$ cat config.mk
export PLATFORM = sky130hd
export DESIGN_NAME = execute_cycle
export DESIGN_NICKNAME = d
export VERILOG_FILES = /design/src/rtl/execute_cycle.sv
export SDC_FILE = /design/constraint.sdc
export NUM_CORES = 2
export LEC_CHECK = 0
export CORE_UTILIZATION = 45
export CTS_CLUSTER_DIAMETER = 200
export DETAILED_ROUTE_END_ITERATION = 6
export GPL_TIMING_DRIVEN = 0
export MAX_ROUTING_LAYER = met4
export PLACE_DENSITY = 0.6
export RECOVER_POWER = 100
export REMOVE_ABC_BUFFERS = 1
export SKIP_CTS_REPAIR_TIMING = 1
export SYNTH_ARGS = -nofsm -noshare
export SYNTH_HDL_FRONTEND = slang
export SYNTH_SLANG_ARGS = --single-unit
$ cat constraint.sdc
create_clock -name clk -period 182.7 [get_ports clk]
set_input_delay 36.54 -clock clk [delete_from_list [all_inputs] [get_ports clk]]
set_output_delay 36.54 -clock clk [all_outputs]
set_load 0.005 [all_outputs]
$ cat src/rtl/execute_cycle.sv
// Execute stage of the 24-bit five-stage pipeline.
// Picks forwarded operands, runs the ALU, resolves conditional branches
// and registers the results into the EX/MEM pipeline register.
module execute_cycle #(
    parameter int DATA_WIDTH     = 24,
    parameter int REG_ADDR_WIDTH = 5
) (
    input  logic                      clk,
    input  logic                      rst,
    input  logic                      RegWriteE,
    input  logic                      ALUSrcE,
    input  logic                      MemWriteE,
    input  logic                      ResultSrcE,
    input  logic                      BranchE,
    input  logic [2:0]                ALUControlE,
    input  logic [DATA_WIDTH-1:0]     RD1_E,
    input  logic [DATA_WIDTH-1:0]     RD2_E,
    input  logic [DATA_WIDTH-1:0]     Imm_Ext_E,
    input  logic [REG_ADDR_WIDTH-1:0] RD_E,
    input  logic [DATA_WIDTH-1:0]     PCE,
    input  logic [DATA_WIDTH-1:0]     PCPlus4E,
    input  logic [DATA_WIDTH-1:0]     ResultW,
    input  logic [1:0]                ForwardA_E,
    input  logic [1:0]                ForwardB_E,
    output logic                      PCSrcE,
    output logic [DATA_WIDTH-1:0]     PCTargetE,
    output logic                      RegWriteM,
    output logic                      MemWriteM,
    output logic                      ResultSrcM,
    output logic [REG_ADDR_WIDTH-1:0] RD_M,
    output logic [DATA_WIDTH-1:0]     PCPlus4M,
    output logic [DATA_WIDTH-1:0]     WriteDataM,
    output logic [DATA_WIDTH-1:0]     ALU_ResultM
);

    localparam logic [2:0] ALU_ADD = 3'b000;
    localparam logic [2:0] ALU_SUB = 3'b001;
    localparam logic [2:0] ALU_MUL = 3'b010;
    localparam logic [2:0] ALU_DIV = 3'b011;
    localparam logic [2:0] ALU_AND = 3'b100;
    localparam logic [2:0] ALU_OR  = 3'b101;
    localparam logic [2:0] ALU_XOR = 3'b110;
    localparam logic [2:0] ALU_SLT = 3'b111;

    localparam logic [1:0] FWD_REG = 2'b00;
    localparam logic [1:0] FWD_WB  = 2'b01;
    localparam logic [1:0] FWD_MEM = 2'b10;

    logic [DATA_WIDTH-1:0] src_a;
    logic [DATA_WIDTH-1:0] src_b_fwd;
    logic [DATA_WIDTH-1:0] src_b;
    logic [DATA_WIDTH-1:0] alu_result;
    logic [DATA_WIDTH-1:0] mul_low;
    logic [DATA_WIDTH-1:0] div_quot;
    logic                  zero;

    // Operand A forwarding; encoding 11 is unused and falls back to the register value.
    always_comb begin
        src_a = RD1_E;
        case (ForwardA_E)
            FWD_WB:  src_a = ResultW;
            FWD_MEM: src_a = ALU_ResultM;
            default: src_a = RD1_E;
        endcase
    end

    // Operand B forwarding; the forwarded value is also the store data.
    always_comb begin
        src_b_fwd = RD2_E;
        case (ForwardB_E)
            FWD_WB:  src_b_fwd = ResultW;
            FWD_MEM: src_b_fwd = ALU_ResultM;
            default: src_b_fwd = RD2_E;
        endcase
    end

    assign src_b = ALUSrcE ? Imm_Ext_E : src_b_fwd;

    // Self-determined width keeps only the low DATA_WIDTH bits of the product.
    assign mul_low  = src_a * src_b;
    // Divide by zero saturates to all ones instead of being undefined.
    assign div_quot = (src_b == '0) ? {DATA_WIDTH{1'b1}} : (src_a / src_b);

    // Unsigned ALU, all results wrap modulo 2^DATA_WIDTH.
    always_comb begin
        alu_result = '0;
        case (ALUControlE)
            ALU_ADD: alu_result = src_a + src_b;
            ALU_SUB: alu_result = src_a - src_b;
            ALU_MUL: alu_result = mul_low;
            ALU_DIV: alu_result = div_quot;
            ALU_AND: alu_result = src_a & src_b;
            ALU_OR:  alu_result = src_a | src_b;
            ALU_XOR: alu_result = src_a ^ src_b;
            ALU_SLT: alu_result = {{(DATA_WIDTH-1){1'b0}}, (src_a < src_b)};
            default: alu_result = '0;
        endcase
    end

    assign zero      = (alu_result == '0);
    assign PCSrcE    = BranchE & zero;
    assign PCTargetE = PCE + Imm_Ext_E;

    // EX/MEM pipeline register; reset discards whatever was in flight.
    always_ff @(posedge clk) begin
        if (rst) begin
            RegWriteM   <= 1'b0;
            MemWriteM   <= 1'b0;
            ResultSrcM  <= 1'b0;
            RD_M        <= '0;
            PCPlus4M    <= '0;
            WriteDataM  <= '0;
            ALU_ResultM <= '0;
        end else begin
            RegWriteM   <= RegWriteE;
            MemWriteM   <= MemWriteE;
            ResultSrcM  <= ResultSrcE;
            RD_M        <= RD_E;
            PCPlus4M    <= PCPlus4E;
            WriteDataM  <= src_b_fwd;
            ALU_ResultM <= alu_result;
        end
    end

endmodule

==> results_dict.tcl <==
set metrics [dict create \
    status "complete, but fails checks" \
    violations "max-capacitance violations, max-slew violations" \
    die-area_sq_mm 0.0739 \
    postPlaceCellArea_sq_mm 0.0367 \
    switching_share_pct 57.0 \
    synth_area_per_cell_sq_um 7.32 \
    fp-row-count 98 \
    arrival_ps 113800 \
    slowest_delay_ps 2180 \
    yosysWarnings 0 \
    grt_use_met1_pct 51.3 \
    synth_edf_count 0 \
    slew_headroom_pct -156 \
    peakVddDrop_mv 0.0314 \
    required_ps 146160 \
    cap_violations 10 \
    areaGrowthSynthToFinish_pct 12.9 \
    start_util_pct 45.7 \
    setup_ws_ps 32360 \
    cts.clk_slew.worst_paths_ps 100 \
    dp.final_hpwl_um 117000 \
    ys_types 99 \
    multi_input_area_sq_mm 0.0291 \
    synth_area_sq_mm 0.0328 \
    antenna_found_initial 7 \
    grt_max_degree 65 \
    clock_path_buffers 2 \
    io_pins 268 \
    setup_viol 0 \
    max_freq_ghz 0.00665 \
    met2_usage_pct 59.0 \
    vias 34840 \
    r2r_start "ALU_ResultM[3]$_SDFF_PP0_" \
    cp_slowest_cell "a31oi_1" \
    min_period_ps 150340 \
    final_cell_mix "nor2_1, ha_1, nand2_1" \
    core_area_sq_mm 0.0717 \
    grt_pass1_vias 32860 \
    drc_errors 0 \
    busiest_layer "met2" \
    netlist_instances 4474 \
    cts_tree "yes" \
    routed_wl_um 146000 \
    place_ws_ps 42800 \
    crit_path_start_kind "input port" \
    place_congestion 1.07 \
    min_path_cells 2 \
    hold_path.startpoint "ALU_ResultM[18]$_SDFF_PP0_" \
    overflow 0 \
    skew_ps 33.9 \
    rsz0062_at_grt "no" \
    end_kind "primary output" \
    final_common_cell "nor2_1" \
    drive_above_1_share_pct 4.80 \
    switching_power_mw 0.340 \
    postRouteAntennaNets 0 \
    p_leak_nw 17.0 \
    regArea_sq_mm 0.00160 \
    min_period_over_period_pct 82.3 \
    place_inst 5556 \
    die-height_um 272 \
    regToRegSetupSlack_ps 108770 \
    grt_util_all_layers_pct 39.8 \
    rr_endpoint "ALU_ResultM[0]$_SDFF_PP0_" \
    wire_per_inst_um 26.1 \
    synth_seq_cells 80 \
    cts_sinks 80 \
    synth_seq_area_share_pct 4.89 \
    hold_path_class "reg2reg" \
    met3_usage_pct 10.0 \
    worstPathMaxFanout 31 \
    async_reset_ff_share_pct 0 \
    finalCoreUtilization_pct 51.6 \
    nFillCells 7266 \
    setup_tns_ps 0 \
    grt_pass1_wl_um 213000 \
    hold_viol 0 \
    final_area_sq_mm 0.0370 \
    portBuffers 267 \
    clk_latency_ps 430 \
    p_comb_share_pct 92.2 \
    holdPathEnd "WriteDataM[18]$_SDFF_PP0_" \
    dr.first_iter.drc_count 3536 \
    p_int_mw 0.257 \
    firstDrtPassIters 6 \
    seqPwrFrac_pct 3.7 \
    instances_no_fill 5578 \
    tightest_slew_ps 3840 \
    nets 5481 \
    synthFlopType "dfxtp_1" \
    power_density_mw_per_mm2 16.1 \
    die_w_um 272 \
    r2r_cells 211 \
    vias_per_cell 6.25 \
    drv_slew 216 \
    critPathKind "in2out" \
    power.share.clock_pct 4.1 \
    htreeDepth 3 \
    cts_buffers 9 \
    clock-root-buffer "clkbuf_16" \
]
## critical path: cells and delay by family
kind,cells,cell delay (ps)
AND/OR/NAND/NOR,63,19410
adder cells (fa/ha/maj),24,8910
AO/OA/AOI/OAI,113,41880
multiplexers,7,2160
buffers and inverters,10,4700
## routing by layer
layer,part of all wire (%),up-vias,routed length [um]
li1,-,16132,-
met1,42,16656,61400
met2,42,1762,61800
met3,11,290,16000
met4,4.5,0,6480
met5,0,-,0
## sequential cells by signal, summed over array words and instances (netlist names)
register	flops
ALU_ResultM	24
MemWriteM	1
PCPlus4M	24
RD_M	5
RegWriteM	1
ResultSrcM	1
WriteDataM	24
## cells by family after synthesis
logic type               count (synthesis)  synth area share (%)
AND/OR/NAND/NOR                       1569                  22.1
AO/OA/AOI/OAI                         1214                  25.2
adder cells (fa/ha/maj)                700                  31.7
buffers and inverters                  579                  6.82
XOR/XNOR                               257                  6.87
flip-flops                              80                  4.89
multiplexers                            75                  2.47
## power by group through the flow
| stage | Sequential, mW | Combinational [mW] | Clock, mW |
|---|---|---|---|
| 6_report | 0.0223 | 0.550 | 0.0243 |
| 5_1_grt | 0.0225 | 0.605 | 0.0246 |
| 4_1_cts | 0.0223 | 0.541 | 0.0242 |
| 3_5_place_dp | 0.0227 | 0.536 | 0 |
| 3_3_place_gp | 0.0227 | 0.530 | 0 |
| 2_1_floorplan | 0.0216 | 0.392 | 0 |
## worst max-delay path by stage
stage                              from  endpoint
after floorplan           ForwardB_E[0]    PCSrcE
after global placement    ForwardB_E[0]    PCSrcE
after detailed placement  ForwardB_E[1]    PCSrcE
after CTS                 ForwardB_E[1]    PCSrcE
after global routing      ForwardB_E[0]    PCSrcE
final                     ForwardB_E[0]    PCSrcE
## Yosys cell counts, types with 45 or more instances
cell type,instances,share of area (%)
or3_1,45,0.86
fa_1,216,13
clkbuf_1,127,1.5
nand3_1,80,1.2
o21a_1,100,2.3
o21ai_0,199,3.0
nor3_1,130,2.0
a21oi_1,287,4.4
a21o_1,86,2.0
ha_1,484,18
a31oi_1,53,1.0
a22oi_1,46,1.1
mux2_2,47,1.6
xor2_1,74,2.0
nand2b_1,48,0.92
dfxtp_1,80,4.9
nor2b_1,87,1.7
xnor2_1,183,4.9
nor2_1,512,5.9
inv_1,391,4.5
nand2_1,453,5.2
## cell type report
type	count	share of cell area (%)
multi-input cells	3815	78.6
repair buffers	302	8.78
flip-flops and latches	80	4.33
inverters	410	4.16
well taps	950	3.21
clock buffers	9	0.609
clock inverters	7	0.291
diodes	5	0.0338
## metrics by stage
stage / hold slack, ps / power, mW
6_report: 734 / 0.597
5_1_grt: 801 / 0.652
4_1_cts: 722 / 0.587
3_5_place_dp: 661 / 0.559
3_3_place_gp: 653 / 0.553
2_1_floorplan: 587 / 0.414
No activity file was read; power rests on OpenSTA's default activity.
